[src/rtl/alu16_if.sv]
// Operand/opcode request and registered result/flag response bundle for alu16.
// The execute stage drives the master side; the ALU implements the slave side.
interface alu16_if #(
    parameter int WIDTH = 16
);
    logic             en;
    logic [WIDTH-1:0] a;
    logic [WIDTH-1:0] b;
    logic [2:0]       opcode;
    logic [WIDTH-1:0] result;
    logic             zero;
    logic             ovf;

    modport master (
        output en, a, b, opcode,
        input  result, zero, ovf
    );

    modport slave (
        input  en, a, b, opcode,
        output result, zero, ovf
    );
endinterface

[src/rtl/alu16.sv]
// Execute-stage signed ALU: one combinational function of a/b/opcode,
// captured into result/zero/ovf registers when en is high (1-cycle latency).
module alu16 #(
    parameter int WIDTH = 16
) (
    input  logic     clk,
    input  logic     rst,
    alu16_if.slave   bus
);
    typedef enum logic [2:0] {
        OP_ADD  = 3'b000,
        OP_ADDI = 3'b001,
        OP_SUBI = 3'b010,
        OP_AND  = 3'b011,
        OP_OR   = 3'b100,
        OP_XOR  = 3'b101,
        OP_SLT  = 3'b110,
        OP_NOP  = 3'b111
    } op_e;

    localparam int MSB = WIDTH - 1;

    logic [WIDTH-1:0] sum;
    logic [WIDTH-1:0] diff;
    logic             slt;
    logic             ovf_add;
    logic             ovf_sub;
    logic [WIDTH-1:0] nxt_result;
    logic             nxt_ovf;

    // ADD and ADDI share this single adder; SUBI has its own subtractor.
    assign sum  = bus.a + bus.b;
    assign diff = bus.a - bus.b;
    assign slt  = $signed(bus.a) < $signed(bus.b);

    // Signed overflow: like-signed add flips sign, or unlike-signed sub flips away from a.
    assign ovf_add = (bus.a[MSB] == bus.b[MSB]) && (sum[MSB]  != bus.a[MSB]);
    assign ovf_sub = (bus.a[MSB] != bus.b[MSB]) && (diff[MSB] != bus.a[MSB]);

    always_comb begin
        nxt_result = '0;
        nxt_ovf    = 1'b0;
        case (op_e'(bus.opcode))
            OP_ADD, OP_ADDI: begin
                nxt_result = sum;
                nxt_ovf    = ovf_add;
            end
            OP_SUBI: begin
                nxt_result = diff;
                nxt_ovf    = ovf_sub;
            end
            OP_AND:  nxt_result = bus.a & bus.b;
            OP_OR:   nxt_result = bus.a | bus.b;
            OP_XOR:  nxt_result = bus.a ^ bus.b;
            OP_SLT:  nxt_result = {{(WIDTH-1){1'b0}}, slt};
            default: nxt_result = '0;
        endcase
    end

    // zero is derived from the same next value so it always agrees with result.
    always_ff @(posedge clk) begin
        if (rst) begin
            bus.result <= '0;
            bus.zero   <= 1'b1;
            bus.ovf    <= 1'b0;
        end else if (bus.en) begin
            bus.result <= nxt_result;
            bus.zero   <= (nxt_result == '0);
            bus.ovf    <= nxt_ovf;
        end
    end
endmodule

[src/flat_wrapper.sv]
// flat-port wrapper written by rule: the top's interface ports become plain ports
module alu16_flat 
#(
    parameter int WIDTH = 16
)
  (clk, rst, bus_en, bus_a, bus_b, bus_opcode, bus_result, bus_zero, bus_ovf);
  alu16_if #(.WIDTH(WIDTH)) bus_i ();
  input  logic clk;
  input  logic rst;
  input wire logic [$bits(bus_i.en)-1:0] bus_en;
  input wire logic [$bits(bus_i.a)-1:0] bus_a;
  input wire logic [$bits(bus_i.b)-1:0] bus_b;
  input wire logic [$bits(bus_i.opcode)-1:0] bus_opcode;
  output wire logic [$bits(bus_i.result)-1:0] bus_result;
  output wire logic [$bits(bus_i.zero)-1:0] bus_zero;
  output wire logic [$bits(bus_i.ovf)-1:0] bus_ovf;
  assign bus_i.en = bus_en;
  assign bus_i.a = bus_a;
  assign bus_i.b = bus_b;
  assign bus_i.opcode = bus_opcode;
  assign bus_result = bus_i.result;
  assign bus_zero = bus_i.zero;
  assign bus_ovf = bus_i.ovf;
  alu16 #(.WIDTH(WIDTH)) u_core (.clk(clk), .rst(rst), .bus(bus_i));
endmodule
[config.mk]
export PLATFORM = sky130hd
export DESIGN_NAME = alu16_flat
export DESIGN_NICKNAME = d
export VERILOG_FILES = /design/src/rtl/alu16_if.sv /design/src/rtl/alu16.sv /design/src/flat_wrapper.sv
export SDC_FILE = /design/constraint.sdc
export NUM_CORES = 1
export LEC_CHECK = 0
export ABC_AREA = 1
export BUFFER_PORTS_ARGS = -buffer_cell sky130_fd_sc_hd__buf_2
export CAP_MARGIN = 20
export CORE_ASPECT_RATIO = 0.7
export CORE_MARGIN = 4
export CORE_UTILIZATION = 53
export DETAILED_ROUTE_END_ITERATION = 6
export GPL_TIMING_DRIVEN = 0
export PLACE_DENSITY_LB_ADDON = 0.25
export RECOVER_POWER = 100
export SETUP_SLACK_MARGIN = 0.1
export SLEW_MARGIN = 20
export SYNTH_ARGS = -nofsm -noshare
export SYNTH_HDL_FRONTEND = slang
export SYNTH_SLANG_ARGS = --single-unit
[constraint.sdc]
create_clock -name clk -period 2 [get_ports clk]
set_clock_uncertainty 0.2 [all_clocks]
set_input_delay 0.2 -clock clk [delete_from_list [all_inputs] [get_ports clk]]
set_output_delay 0.2 -clock clk [all_outputs]
set_load 0.05 [all_outputs]
## After elaboration in Yosys (flattened, before gate mapping)

Index checks and enable logic that the tools add are counted.

| word-level totals | value |
|---|---|
| flip-flop bits (word level) | 18 |
| word-level logic and storage cells | 26 |
| bits of input ports | 38 |

| cells by class | value |
|---|---|
| equal/unequal tests | 10 |
| magnitude comparators | 1 |
| bitwise logic cells | 3 |
| mux-type cells | 2 |
| reductions and logical operators | 5 |
| add/sub/neg operators | 2 |

Operators by type and width:

| cell | number |
|---|---|
| 16-bit one-hot mux with 6 select lines | 1 |
| 16-bit adder | 1 |
| 16-bit AND | 1 |
| 16-bit zero test | 1 |
| 16-bit < comparator | 1 |
| 16-bit bitwise OR | 1 |
| 16-bit subtractor | 1 |
| 16-bit bitwise XOR | 1 |
| 3-bit == test, second input constant | 3 |
| 3-bit by 2-bit == test with 1-bit output, second input constant | 2 |
| 3-bit by 1-bit == test with 1-bit output, second input constant | 1 |
| 3-bit zero test | 1 |
| 1-bit inequality test | 3 |
| 1-bit logical AND | 2 |
| 1-bit one-hot mux with 2 select lines | 1 |
| 2-bit OR reduction | 1 |
| 1-bit == test | 1 |

## Longest topological paths before layout

| logic depth | value |
|---|---|
| depth in word-level cells | 4 |
| depth in mapped cells | 19 |

## Worst setup path before layout

No wires, ideal clock.

| timing | value |
|---|---|
| kind | input-to-reg |
| start | in bus_b[0] |
| end | reg u_core.bus.zero |
| setup time | 60 ps |
| stages on the path | 18 |
| data arrival time | 1806 ps |
| path buffers | 0 |
| data required time | 1740 ps |
| slack | -65 ps |
| cells stage by stage | ha_1 -> inv_1 -> fa_1 -> inv_1 -> nand3_1 -> nand2_1 -> nand2_1 -> nand2_1 -> nand2_1 -> nand2_1 -> nand2_1 -> nand2_1 -> nor2_1 -> nor2_1 -> nand2_1 -> nor2_1 -> nand3_1 -> nand2_1 |

| between the ends | value |
|---|---|
| longest elaborated chain between the ends | 3 |
| elaborated cells on any way between the ends | 8 |
| classes of those cells | 2 x add/sub; 1 x order compare; 1 x mux; 3 x bitwise; 1 x reduce/logical |

RTL lines:

| what | RTL line | text |
|---|---|---|
| from (decl) | flat_wrapper.sv:12 | `input wire logic [$bits(bus_i.b)-1:0] bus_b;` |
| 16-bit subtractor, or another cell as far along | alu16.sv:33 | `assign diff = bus.a - bus.b;` |
| 16-bit one-hot mux with 6 select lines * | alu16.sv:43 | `case (op_e'(bus.opcode))` |
| 16-bit zero test * | alu16.sv:68 | `bus.zero <= (nxt_result == '0);` |
| to (signal assigned) | alu16.sv:68 |  |
| to (decl) | alu16_if.sv:21 | `output result, zero, ovf` |

Mark *: on every way between the ends. The rest lies on a longest branch, timed or not.
A chain may end at the register's enable or synchronous reset.

## Final worst setup path

| timing | value |
|---|---|
| start | in bus_a[0] |
| end | reg u_core.bus.zero |

| between the ends | value |
|---|---|
| longest elaborated chain between the ends | 3 |
| elaborated cells on any way between the ends | 8 |
| classes of those cells | 2 x add/sub; 1 x order compare; 1 x mux; 3 x bitwise; 1 x reduce/logical |

RTL lines:

| what | RTL line | text |
|---|---|---|
| from (decl) | flat_wrapper.sv:11 | `input wire logic [$bits(bus_i.a)-1:0] bus_a;` |
| 16-bit subtractor, or another cell as far along | alu16.sv:33 |  |
| 16-bit one-hot mux with 6 select lines * | alu16.sv:43 |  |
| 16-bit zero test * | alu16.sv:68 |  |

Marks and branches as above.

==> impl_metrics.json <==
{
  "synth-edff-count": 0,
  "total_leakage_power_nw": 2.58,
  "timing.hold.worst.start": "bus_en",
  "layout-area-overhead-vs-synth_pct": 46.1,
  "setup.worst_path.start_class": "input pin",
  "drt-pass1-iter-count": 5,
  "topRoutingLayerUsed": "met4",
  "grt_start_max_net_pins": 11,
  "timing.final.crit_share_pct": 103,
  "synthesis.area_per_instance_um2": 5.56,
  "launching_point_of_the_worst_reg2reg_path": "u_core.bus.result[2]",
  "ys_dominant_reg_cell": "sky130_fd_sc_hd__dfxtp_1",
  "dp_hpwl_um": 9340,
  "timing.final.crit_period_ps": 2070,
  "remaining_overflow_grt": 0,
  "violations": "negative setup slack",
  "grt_first_pass_wirelength_um": 19100,
  "clock_path_buffers": 2,
  "synth-seq-cells": 18,
  "floorplan.initialDensity_pct": 55.2,
  "remaining_drc_errors": 0,
  "core_area_um2": 6310,
  "cell_chosen_for_the_clock_root": "sky130_fd_sc_hd__clkbuf_8",
  "most-common-layout-cells": "sky130_fd_sc_hd__nand2_1, sky130_fd_sc_hd__inv_1, sky130_fd_sc_hd__nand3_1",
  "final_common_cell": "sky130_fd_sc_hd__nand2_1",
  "timing_hold_violations_final": 0,
  "drv_slew": 0,
  "worstPathRequired_ps": 2010,
  "placed_area_um2": 3970,
  "clk_latency_ps": 260,
  "clk_pin_slew_worst_paths_ps": 80,
  "timing.critical_path.slowest_cell_delay_ps": 510,
  "worst_slack_ps": -66.3,
  "post_cts_hold_buffer_count": 0,
  "most_frequent_cell_on_the_critical_path": "sky130_fd_sc_hd__nor2_1",
  "cts-buffers-inserted": 3,
  "hold_path_class": "input pin to register",
  "first_global_vias": 4021,
  "place_ws_ps": -494,
  "wl_per_cell_um": 17.1,
  "num_rows": 24,
  "transition_time_at_the_pin_with_the_least_slew_margin_ps": 671,
  "layout-drive-gt1-share_pct": 38.4,
  "irDropWorstVdd_uv": 266,
  "cpMaxStageDelayCell": "sky130_fd_sc_hd__fa_2",
  "cp_data_arrival_time_ps": 2070,
  "number_of_antenna_violations_at_the_first_check_in_global_routing": 0,
  "via_per_inst": 5.89,
  "status": "complete, but fails checks",
  "setup_viol": 2,
  "h-tree-depth": 1,
  "drt_iter0_drc": 540,
  "synth_async_sr_flop_share_pct": 0,
  "final_wirelength_um": 13600,
  "timing.max_cap.violations": 0,
  "gp_congestion": 0.997,
  "timing.critical_path.cells": "buf_12, ha_4, inv_4, fa_2, nor2_1, nor2_1, nand4_1, nor2_1, nand2_1, nor2_2, nand3_1, nor2_1, nand3_1, nand2_1",
  "met2WireLength_um": 6180,
  "seq_area_frac_synth_pct": 10.3,
  "clock_sink_count": 18,
  "synth_net_count": 716,
  "fp.dieH_um": 75.8,
  "io_buffer_count": 55,
  "criticalPathCategory": "input pin to register",
  "design.portCount": 56,
  "startpoint": "bus_a[0]",
  "rsz_0062_raised_after_global_routing": "true",
  "num-nets-final": 807,
  "post-route-cell-area_um2": 5090,
  "antenna_cells": 0,
  "die_x_um": 105,
  "ys_warn_count": 0,
  "post-route-util_pct": 80.7,
  "setup.worst_path.end_class": "register",
  "design.die.area_um2": 7950,
  "achievable_frequency_ghz": 0.484,
  "detailroute.via_count": 4676,
  "wl_met3_um": 1290,
  "max-slew-margin-rel_pct": 55.1,
  "met1_length_um": 5620,
  "critical_path_peak_fanout": 2,
  "synth_cells": 626,
  "power_density_nw_per_um2": 437,
  "yosysUniqueCellTypes": 32,
  "mappedNetlistArea_um2": 3480,
  "clock_tree_from_tritoncts": "built",
  "totalPowerFinal_mw": 2.22,
  "grtUsageTotal_pct": 29.9,
  "route.antenna.remaining_nets": 0
}
-- logic make-up (layout without fill, tap and decap cells) --
group	count (synthesis)	count (layout)	share of synthesized area [%]
AND/OR/NAND/NOR	324	324	39.5
buffers and inverters	140	230	16.2
AO/OA/AOI/OAI	90	90	14.3
adder cells (fa/ha/maj)	52	52	19.1
flip-flops	18	18	10.3
XOR/XNOR	2	2	0.503
-- worst max-delay path: cells and delay by family --
family	cells	cell delay [ps]
simple gates	10	1070
buf+inv	2	140
fa+ha+maj	2	660
-- worst paths after layout --
| kind | cells after the start | slack (ps) | to |
|---|---|---|---|
| hold / removal | 4 | 130 | u_core.bus.result[13] |
| hold reg to reg | 2 | 280 | u_core.bus.result[0] |
| setup / recovery | 14 | -70 | u_core.bus.zero |
| setup reg to reg | 4 | 1080 | u_core.bus.result[2] |
-- what timing repair did --
action | in CTS | in global routing
setup endpoints to repair | 10 | 12
resized for setup | 91 | 152
cloned | 0 | 2
buffers inserted | 18 | 11
pin swaps | 47 | 59
-- layout make-up --
cell class | instances | area [um2]
Tap cell | 78 | 97.6
Inverter | 121 | 493
Multi-Input combinational cell | 468 | 3340
Clock buffer | 4 | 55.1
Fill cell | 467 | 1220
Buffer | 19 | 201
Timing Repair Buffer | 86 | 537
Sequential cell | 18 | 360
-- report_power, final --
group	internal [mW]	switching [mW]	total, mW	leakage (nW)
registers	0.388	0.0157	0.403	0.149
logic	0.546	0.960	1.51	2.40
clock network	0.175	0.138	0.313	0.0288
total	1.11	1.11	2.22	2.58
-- sequential cells by signal, summed over array words and instances, names as in the netlist --
name and flops:
u_core.bus.result 16, u_core.bus.ovf 1, u_core.bus.zero 1
-- synthesized netlist by cell type (all sizes together), types with 3 or more instances --
library cell	instances	share of area (%)
ha	50	18
a21oi	40	5.9
nand4	9	1.6
nand3	78	12
o211ai	3	0.65
nand2	150	16
buf	13	2.6
nor2	80	8.8
nor3	5	0.72
o21bai	3	0.65
inv	121	13
clkbuf	6	0.65
o22ai	12	2.2
dfxtp	18	10
o21ai	27	3.9
-- through the flow --
step,cells,hold WS (ps),setup TNS (ps)
after floorplan,626,183,0
after global placement,759,251,-3520
after detailed placement,759,261,-4260
after CTS,781,104,0
after global routing,794,162,-329
final,794,126,-70.3
-- per-layer routing --
| metal | GRT usage (%) | vias up |
|---|---|---|
| met2 | 49.8 | 286 |
| met5 | 0 | - |
| met4 | 9.32 | 0 |
| met3 | 4.91 | 65 |
| li1 | - | 2178 |
| met1 | 40.4 | 2147 |
Note: power is estimated with default switching activity, not from simulation.
